**config.mk**
```make
export PLATFORM = sky130hd
export DESIGN_NAME = uc_multiciclo
export DESIGN_NICKNAME = d
export VERILOG_FILES = /design/src/rtl/uc_multiciclo.sv
export SDC_FILE = /design/constraint.sdc
export NUM_CORES = 1
export LEC_CHECK = 0
export ABC_AREA = 1
export CORE_AREA = 2 2 58 60
export DETAILED_ROUTE_END_ITERATION = 16
export DIE_AREA = 0 0 60 62
export PLACE_DENSITY = 0.82
export SLEW_MARGIN = 10
export SYNTH_ARGS = -nofsm -noshare
export SYNTH_HDL_FRONTEND = slang
export SYNTH_SLANG_ARGS = --single-unit
```
**constraint.sdc**
```tcl
create_clock -name clk -period 4.5 [get_ports clk]
set_clock_uncertainty 0.1 [all_clocks]
set_input_delay 0.675 -clock clk [delete_from_list [all_inputs] [get_ports clk]]
set_output_delay 0.675 -clock clk [all_outputs]
set_load 0.01 [all_outputs]
```
**src/rtl/uc_multiciclo.sv**
```systemverilog
// -----------------------------------------------------------------------------
// uc_multiciclo -- multi-cycle RISC-V control unit
//
// Purpose: sequences a shared ALU / memory / register-file datapath through
// lw, sw, R-type, I-type ALU, beq and jal.
// op/f3/f7 come from the instruction register. zero comes from the ALU.
// Every memory wait (FETCH, MEMREAD, MEMWRITE) is bounded by a timeout
// counter. A timeout raises bus_err and returns the FSM to FETCH.
//
// Parameter:
//   MEM_TIMEOUT  wait cycles allowed per memory access (0 = wait forever)
//
// Optional feature (compile-time macro UCM_BNE_EN):
//   When defined, op=99 with f3=001 is treated as bne (taken = ~zero).
//   When undefined, f3 is ignored in BEQ and taken = zero.
//
// Ports:
//   clk, rst_n        clock (rising edge), asynchronous active-low reset
//   op, f3, f7        instruction fields from IR (only f7[5] is used)
//   zero              ALU zero flag
//   mem_ready         memory access completes this cycle
//   pcWrite, irWrite  PC and IR/oldPC enables
//   memWrite          data memory write enable
//   regWrite          register file write enable
//   adrSrc            memory address select (0=PC, 1=ALUOut)
//   resultSrc         00=ALUOut 01=Data 10=ALU result
//   aluSrcA           00=PC 01=oldPC 10=rs1
//   aluSrcB           00=rs2 01=imm 10=const 4
//   immSrc            00=I 01=S 10=B 11=J (combinational from op)
//   aluControl        000 add, 001 sub, 010 and, 011 or, 101 slt
//   illegal_op        pulse: unsupported opcode seen in DECODE
//   bus_err           pulse: memory access timed out
//   state             current state (debug)
// -----------------------------------------------------------------------------
module uc_multiciclo #(
  parameter int MEM_TIMEOUT = 15
) (
  input  logic       clk,
  input  logic       rst_n,
  input  logic [6:0] op,
  input  logic [2:0] f3,
  input  logic [6:0] f7,
  input  logic       zero,
  input  logic       mem_ready,
  output logic       pcWrite,
  output logic       adrSrc,
  output logic       memWrite,
  output logic       irWrite,
  output logic [1:0] resultSrc,
  output logic [1:0] aluSrcA,
  output logic [1:0] aluSrcB,
  output logic [1:0] immSrc,
  output logic       regWrite,
  output logic [2:0] aluControl,
  output logic       illegal_op,
  output logic       bus_err,
  output logic [3:0] state
);

  typedef enum logic [3:0] {
    S_FETCH    = 4'd0,
    S_DECODE   = 4'd1,
    S_MEMADR   = 4'd2,
    S_MEMREAD  = 4'd3,
    S_MEMWB    = 4'd4,
    S_MEMWRITE = 4'd5,
    S_EXECR    = 4'd6,
    S_EXECI    = 4'd7,
    S_ALUWB    = 4'd8,
    S_BEQ      = 4'd9,
    S_JAL      = 4'd10
  } state_e;

  localparam int CW = (MEM_TIMEOUT > 0) ? $clog2(MEM_TIMEOUT + 1) : 1;
  localparam logic [CW-1:0] TMO_VAL = CW'(MEM_TIMEOUT);

  // ALU operation for R-type and I-type ALU instructions.
  // Subtract only applies to R-type (op[5]=1) with f7[5]=1; addi is never sub.
  function automatic logic [2:0] funct_ctrl(input logic [6:0] op_v,
                                            input logic [2:0] f3_v,
                                            input logic       f7b5_v);
    logic [2:0] ctl;
    case (f3_v)
      3'b000:  ctl = (op_v[5] && f7b5_v) ? 3'b001 : 3'b000;
      3'b010:  ctl = 3'b101;
      3'b110:  ctl = 3'b011;
      3'b111:  ctl = 3'b010;
      default: ctl = 3'b000;
    endcase
    return ctl;
  endfunction

  // State that DECODE branches to for a given opcode.
  // An unsupported opcode returns FETCH.
  function automatic state_e decode_target(input logic [6:0] op_v);
    state_e nxt;
    case (op_v)
      7'd3, 7'd35: nxt = S_MEMADR;
      7'd51:       nxt = S_EXECR;
      7'd19:       nxt = S_EXECI;
      7'd99:       nxt = S_BEQ;
      7'd111:      nxt = S_JAL;
      default:     nxt = S_FETCH;
    endcase
    return nxt;
  endfunction

  state_e         state_q, state_d;
  logic [CW-1:0]  cnt_q, cnt_d;
  logic           adrsrc_q, adrsrc_d;
  logic [1:0]     resultsrc_q, resultsrc_d;
  logic [1:0]     alusrca_q, alusrca_d;
  logic [1:0]     alusrcb_q, alusrcb_d;
  logic [2:0]     alucontrol_q, alucontrol_d;
  logic           memwrite_q, memwrite_d;
  logic           regwrite_q, regwrite_d;

  logic           wait_s;
  logic           timeout_s;
  logic           taken_s;
  logic           legal_s;
  logic           unused_s;

  assign unused_s = ^{f7[6], f7[4:0]};

  assign wait_s    = (state_q == S_FETCH) || (state_q == S_MEMREAD) || (state_q == S_MEMWRITE);
  // mem_ready on the timeout cycle wins, so the timeout requires it low.
  assign timeout_s = (MEM_TIMEOUT > 0) && wait_s && !mem_ready && (cnt_q == TMO_VAL);
  assign legal_s   = (decode_target(op) != S_FETCH);

`ifdef UCM_BNE_EN
  assign taken_s = (f3 == 3'b001) ? !zero : zero;
`else
  assign taken_s = zero;
`endif

  // Next state and wait counter.
  // The counter restarts on every state change, including the timeout self-loop in FETCH.
  always_comb begin
    state_d = state_q;
    case (state_q)
      S_FETCH: begin
        if (timeout_s)      state_d = S_FETCH;
        else if (mem_ready) state_d = S_DECODE;
        else                state_d = S_FETCH;
      end
      S_DECODE:  state_d = decode_target(op);
      S_MEMADR:  state_d = (op == 7'd3) ? S_MEMREAD : S_MEMWRITE;
      S_MEMREAD: begin
        if (mem_ready)      state_d = S_MEMWB;
        else if (timeout_s) state_d = S_FETCH;
        else                state_d = S_MEMREAD;
      end
      S_MEMWB:   state_d = S_FETCH;
      S_MEMWRITE: begin
        if (mem_ready || timeout_s) state_d = S_FETCH;
        else                        state_d = S_MEMWRITE;
      end
      S_EXECR:   state_d = S_ALUWB;
      S_EXECI:   state_d = S_ALUWB;
      S_ALUWB:   state_d = S_FETCH;
      S_BEQ:     state_d = S_FETCH;
      S_JAL:     state_d = S_ALUWB;
      default:   state_d = S_FETCH;
    endcase

    if ((state_d != state_q) || timeout_s) begin
      cnt_d = '0;
    end else if (wait_s && !mem_ready && (MEM_TIMEOUT > 0)) begin
      cnt_d = cnt_q + CW'(1);
    end else begin
      cnt_d = cnt_q;
    end
  end

  // Mux and enable values for the state being entered.
  // These values are registered so that they line up with state_q.
  always_comb begin
    adrsrc_d     = 1'b0;
    resultsrc_d  = 2'b00;
    alusrca_d    = 2'b00;
    alusrcb_d    = 2'b00;
    alucontrol_d = 3'b000;
    memwrite_d   = 1'b0;
    regwrite_d   = 1'b0;
    case (state_d)
      S_FETCH:    begin alusrcb_d = 2'b10; resultsrc_d = 2'b10; end
      S_DECODE:   begin alusrca_d = 2'b01; alusrcb_d = 2'b01; end
      S_MEMADR:   begin alusrca_d = 2'b10; alusrcb_d = 2'b01; end
      S_MEMREAD:  begin adrsrc_d = 1'b1; end
      S_MEMWB:    begin resultsrc_d = 2'b01; regwrite_d = 1'b1; end
      S_MEMWRITE: begin adrsrc_d = 1'b1; memwrite_d = 1'b1; end
      S_EXECR:    begin alusrca_d = 2'b10; alucontrol_d = funct_ctrl(op, f3, f7[5]); end
      S_EXECI:    begin alusrca_d = 2'b10; alusrcb_d = 2'b01; alucontrol_d = funct_ctrl(op, f3, f7[5]); end
      S_ALUWB:    begin regwrite_d = 1'b1; end
      S_BEQ:      begin alusrca_d = 2'b10; alucontrol_d = 3'b001; end
      S_JAL:      begin alusrca_d = 2'b01; alusrcb_d = 2'b10; end
      default:    begin alusrcb_d = 2'b10; resultsrc_d = 2'b10; end
    endcase
  end

  // State, wait counter and registered datapath controls.
  // Reset loads the FETCH encoding.
  always_ff @(posedge clk or negedge rst_n) begin
    if (!rst_n) begin
      state_q      <= S_FETCH;
      cnt_q        <= '0;
      adrsrc_q     <= 1'b0;
      resultsrc_q  <= 2'b10;
      alusrca_q    <= 2'b00;
      alusrcb_q    <= 2'b10;
      alucontrol_q <= 3'b000;
      memwrite_q   <= 1'b0;
      regwrite_q   <= 1'b0;
    end else begin
      state_q      <= state_d;
      cnt_q        <= cnt_d;
      adrsrc_q     <= adrsrc_d;
      resultsrc_q  <= resultsrc_d;
      alusrca_q    <= alusrca_d;
      alusrcb_q    <= alusrcb_d;
      alucontrol_q <= alucontrol_d;
      memwrite_q   <= memwrite_d;
      regwrite_q   <= regwrite_d;
    end
  end

  // Immediate format selection, decoded directly from the opcode.
  always_comb begin
    case (op)
      7'd35:   immSrc = 2'b01;
      7'd99:   immSrc = 2'b10;
      7'd111:  immSrc = 2'b11;
      default: immSrc = 2'b00;
    endcase
  end

  // The strobes depend on mem_ready or zero within the current cycle.
  // They are gated by rst_n so that nothing writes while reset is held.
  assign irWrite    = rst_n & (state_q == S_FETCH) & mem_ready;
  assign pcWrite    = rst_n & (((state_q == S_FETCH) & mem_ready) |
                               ((state_q == S_BEQ) & taken_s) |
                               (state_q == S_JAL));
  assign memWrite   = rst_n & memwrite_q & !timeout_s;
  assign regWrite   = rst_n & regwrite_q;
  assign illegal_op = rst_n & (state_q == S_DECODE) & !legal_s;
  assign bus_err    = rst_n & timeout_s;

  assign adrSrc     = adrsrc_q;
  assign resultSrc  = resultsrc_q;
  assign aluSrcA    = alusrca_q;
  assign aluSrcB    = alusrcb_q;
  assign aluControl = alucontrol_q;
  assign state      = state_q;

endmodule
```
==> results.sh <==
export IMPL_post_dp_hpwl_um=1990
export IMPL_synth_top_area_share=0.377
export IMPL_wl_met1_um=1040
export IMPL_syn_avg_cell_area_um2=7.51
export IMPL_cpPeakStageDelay_ns=0.53
export IMPL_relSlewSlack=0.786
export IMPL_pwr_share_seq=0.457
export IMPL_fin_total_pwr_mw=0.450
export IMPL_cts_num_sinks=20
export IMPL_ys_seq_area_frac=0.421
export IMPL_path_buf_inv=2
export IMPL_antenna_left=0
export IMPL_vias=1113
export IMPL_p_per_area_mw_per_mm2=269
export IMPL_clk_latency_ns=0.30
export IMPL_hold_path_class="flop to flop"
export IMPL_cts_setup_buffers=0
export IMPL_status="finished clean"
export IMPL_synthArstFlopShare=1.00
export IMPL_cp_top_family="buffers and inverters"
export IMPL_chipWidth_um=60
export IMPL_synth_top_cells_by_count="nand2_1 (34), inv_1 (28), nor2_1 (20)"
export IMPL_whs_path_depth=1
export IMPL_core_area_mm2=0.00318
export IMPL_p_sw_frac=0.257
export IMPL_viasPerCell=4.52
export IMPL_hold_buffers=0
export IMPL_final_nets=223
export IMPL_setup_tns_ns=0
export IMPL_dr_pass1_iters=4
export IMPL_synth_most_common_cell="nand2_1"
export IMPL_rsz0062_at_grt="no"
export IMPL_crit_slowest_cell="clkdlybuf4s50_1"
export IMPL_cp_max_fo=4
export IMPL_yosysUniqueCellTypes=26
export IMPL_wl_per_cell_um=9.72
export IMPL_comb_power_share=0.218
export IMPL_synthTopCellsByArea="dfrtp_1 (38%), nand2_1 (11%), inv_1 (8.8%)"
export IMPL_synth_edf_count=0
export IMPL_path_class="primary input to output port"
export IMPL_cp_cell_sequence="clkdlybuf4s50_1, nand2_1, nor2_1, nand2_1, nand2_1, and3_1, clkdlybuf4s50_1"
export IMPL_worst_r2r_path_depth=9
export IMPL_tightest_slew_ns=0.321
export IMPL_slew_violations=0
export IMPL_htreeDepth=1
export IMPL_grt_overflow=0
export IMPL_ir_drop_mv=0.111
export IMPL_wl_um=2390
export IMPL_netlist_instances=159
export IMPL_fp_dieArea_mm2=0.00372
export IMPL_intPower_mw=0.334
export IMPL_required_ns=3.72
export IMPL_drc_errors=0
export IMPL_layout_setup_ws_ns=1.35
export IMPL_grt_max_degree=21
export IMPL_setup_viol_count_final=0
export IMPL_n_antenna_cell=0
export IMPL_yosysTopAreaCell="dfrtp_1"
export IMPL_cpMostUsedCell="nand2_1"
export IMPL_crit_arrival_ns=2.38
export IMPL_maxUsedRoutingLayer="met4"
export IMPL_clk_pin_slew_worst_paths_ns=0.11
export IMPL_ys_ff_latch=20
export IMPL_gp_congestion=0.818
export IMPL_cp_end_kind="output port"
export IMPL_multi_input_comb_area_um2=574
export IMPL_seqCellArea_um2=503
export IMPL_fin_crit_sh=0.700
export IMPL_grt_pass1_vias=1029
export IMPL_crit_path_start_kind="primary input"
export IMPL_rows=21
export IMPL_preCtsSetupSlack_ns=1.37
export IMPL_start_util=0.375
export IMPL_io_pins=43
export IMPL_drtIter0Drc=20
export IMPL_drv_cap=0
export IMPL_power_leakage_nw=0.885
export IMPL_syn2layout_area_growth_pct=40.0
export IMPL_clock_path_buffers=2
export IMPL_p_switching_mw=0.116
export IMPL_ys_warn_count=0
export IMPL_clkPwrFrac=0.325
export IMPL_met3_length_um=82
export IMPL_cts_inserted_buffers=3
export IMPL_syn_area_mm2=0.00119
export IMPL_cp_num_cells=7
export IMPL_synth_fp_nets=181
export IMPL_antenna_found_initial=0
export IMPL_n_fill_cell=294
export IMPL_wl_met2_um=1220
export IMPL_die_h_um=62
export IMPL_cts_tree="yes"
export IMPL_hold_viol_final=0
export IMPL_max_freq_mhz=317
export IMPL_drive_gt1_frac=0.160
export IMPL_cts_resized=0
export IMPL_port_buffers=36
export IMPL_grt_pass1_wl_um=4160
export IMPL_fin_crit_ns=3.15
export IMPL_synth_ff_type="dfrtp_1"
export IMPL_cts_root_buf="clkbuf_4"
export IMPL_grt_total_usage=0.152
==> per-layer routing <==
metal | vias to the layer above | global-route usage
met4 | 0 | 0.0667
met3 | 5 | 0.0248
met2 | 27 | 0.273
li1 | 581 | -
met5 | - | 0
met1 | 500 | 0.179
==> final timing paths <==
path / start / end / slack (ns)
worst max-delay path: op[1] / immSrc[0] / 1.35
worst min-delay path: cnt_q[0] / cnt_q[0] / 0.38
worst max register to register: cnt_q[0] / cnt_q[3] / 2.68
worst min register to register: cnt_q[0] / cnt_q[0] / 0.38
max in group asynchronous: rst_n / aluSrcB[1] / 3.27
min in group asynchronous: rst_n / state[1] / 0.47
==> through the flow <==
| step | cell area [um^2] | utilization | hold slack, ns | std cells |
|---|---|---|---|---|
| floorplan | 1190 | - | 0.279 | 159 |
| global placement | 1620 | 0.509 | 0.345 | 242 |
| detailed placement | 1620 | 0.509 | 0.366 | 242 |
| CTS | 1670 | 0.526 | 0.382 | 246 |
| global route | 1670 | 0.526 | 0.412 | 246 |
| finish | 1670 | 0.526 | 0.376 | 246 |
==> sequential cells by signal, indices dropped and copies added, names as in the netlist, 2 cells and up <==
signal and flops:
cnt_q 4, resultSrc 2, aluSrcA 2, aluSrcB 2, state 4, aluControl 3
==> cells by family after synthesis <==
kind of cell | after synthesis | synth area share
compound gates | 13 | 0.0818
xor+xnor | 2 | 0.0147
fa+ha+maj | 1 | 0.0105
buf+inv | 31 | 0.0975
flops | 20 | 0.421
simple gates | 92 | 0.374
==> worst register-to-register path, cell delays in order (launching register included) <==
cell	delay, ns
dfrtp_1	0.42
ha_1	0.24
and3_1	0.25
a21oi_4	0.20
nand2_1	0.10
nand3_1	0.07
nand2_1	0.05
nor2_1	0.14
nand2_2	0.09
nor2_1	0.10
==> layout make-up <==
type,count,area share
Sequential cell,20,0.301
Tap cell,46,0.0344
Multi-Input combinational cell,108,0.344
Inverter,31,0.0696
Clock inverter,1,0.0180
Timing Repair Buffer,37,0.220
Clock buffer,3,0.0135
==> cell usage in the layout (no fill, tap or decap), types with 2 or more instances in the layout <==
master and count:
nor3_1 2, a21oi_2 2, nor2_1 20, o21ai_0 2
inv_1 28, nor2_2 6, nand3_2 5, nand2_2 6
dfrtp_1 18, inv_2 3, nand4_1 2, dfstp_2 2
and3_1 4, nand2_1 34, clkbuf_4 3, a21oi_1 3
nand3_1 12, clkdlybuf4s50_1 36
==> power by group through the flow <==
stage               registers [mW]  logic (mW)  clock network (mW)
floorplan                    0.211      0.0495                   0
global placement             0.209      0.0964                   0
detailed placement           0.210      0.0988                   0
CTS                          0.206      0.0995               0.150
global route                 0.208       0.112               0.157
finish                       0.206      0.0981               0.146
No activity file was read; power rests on OpenSTA's default activity.
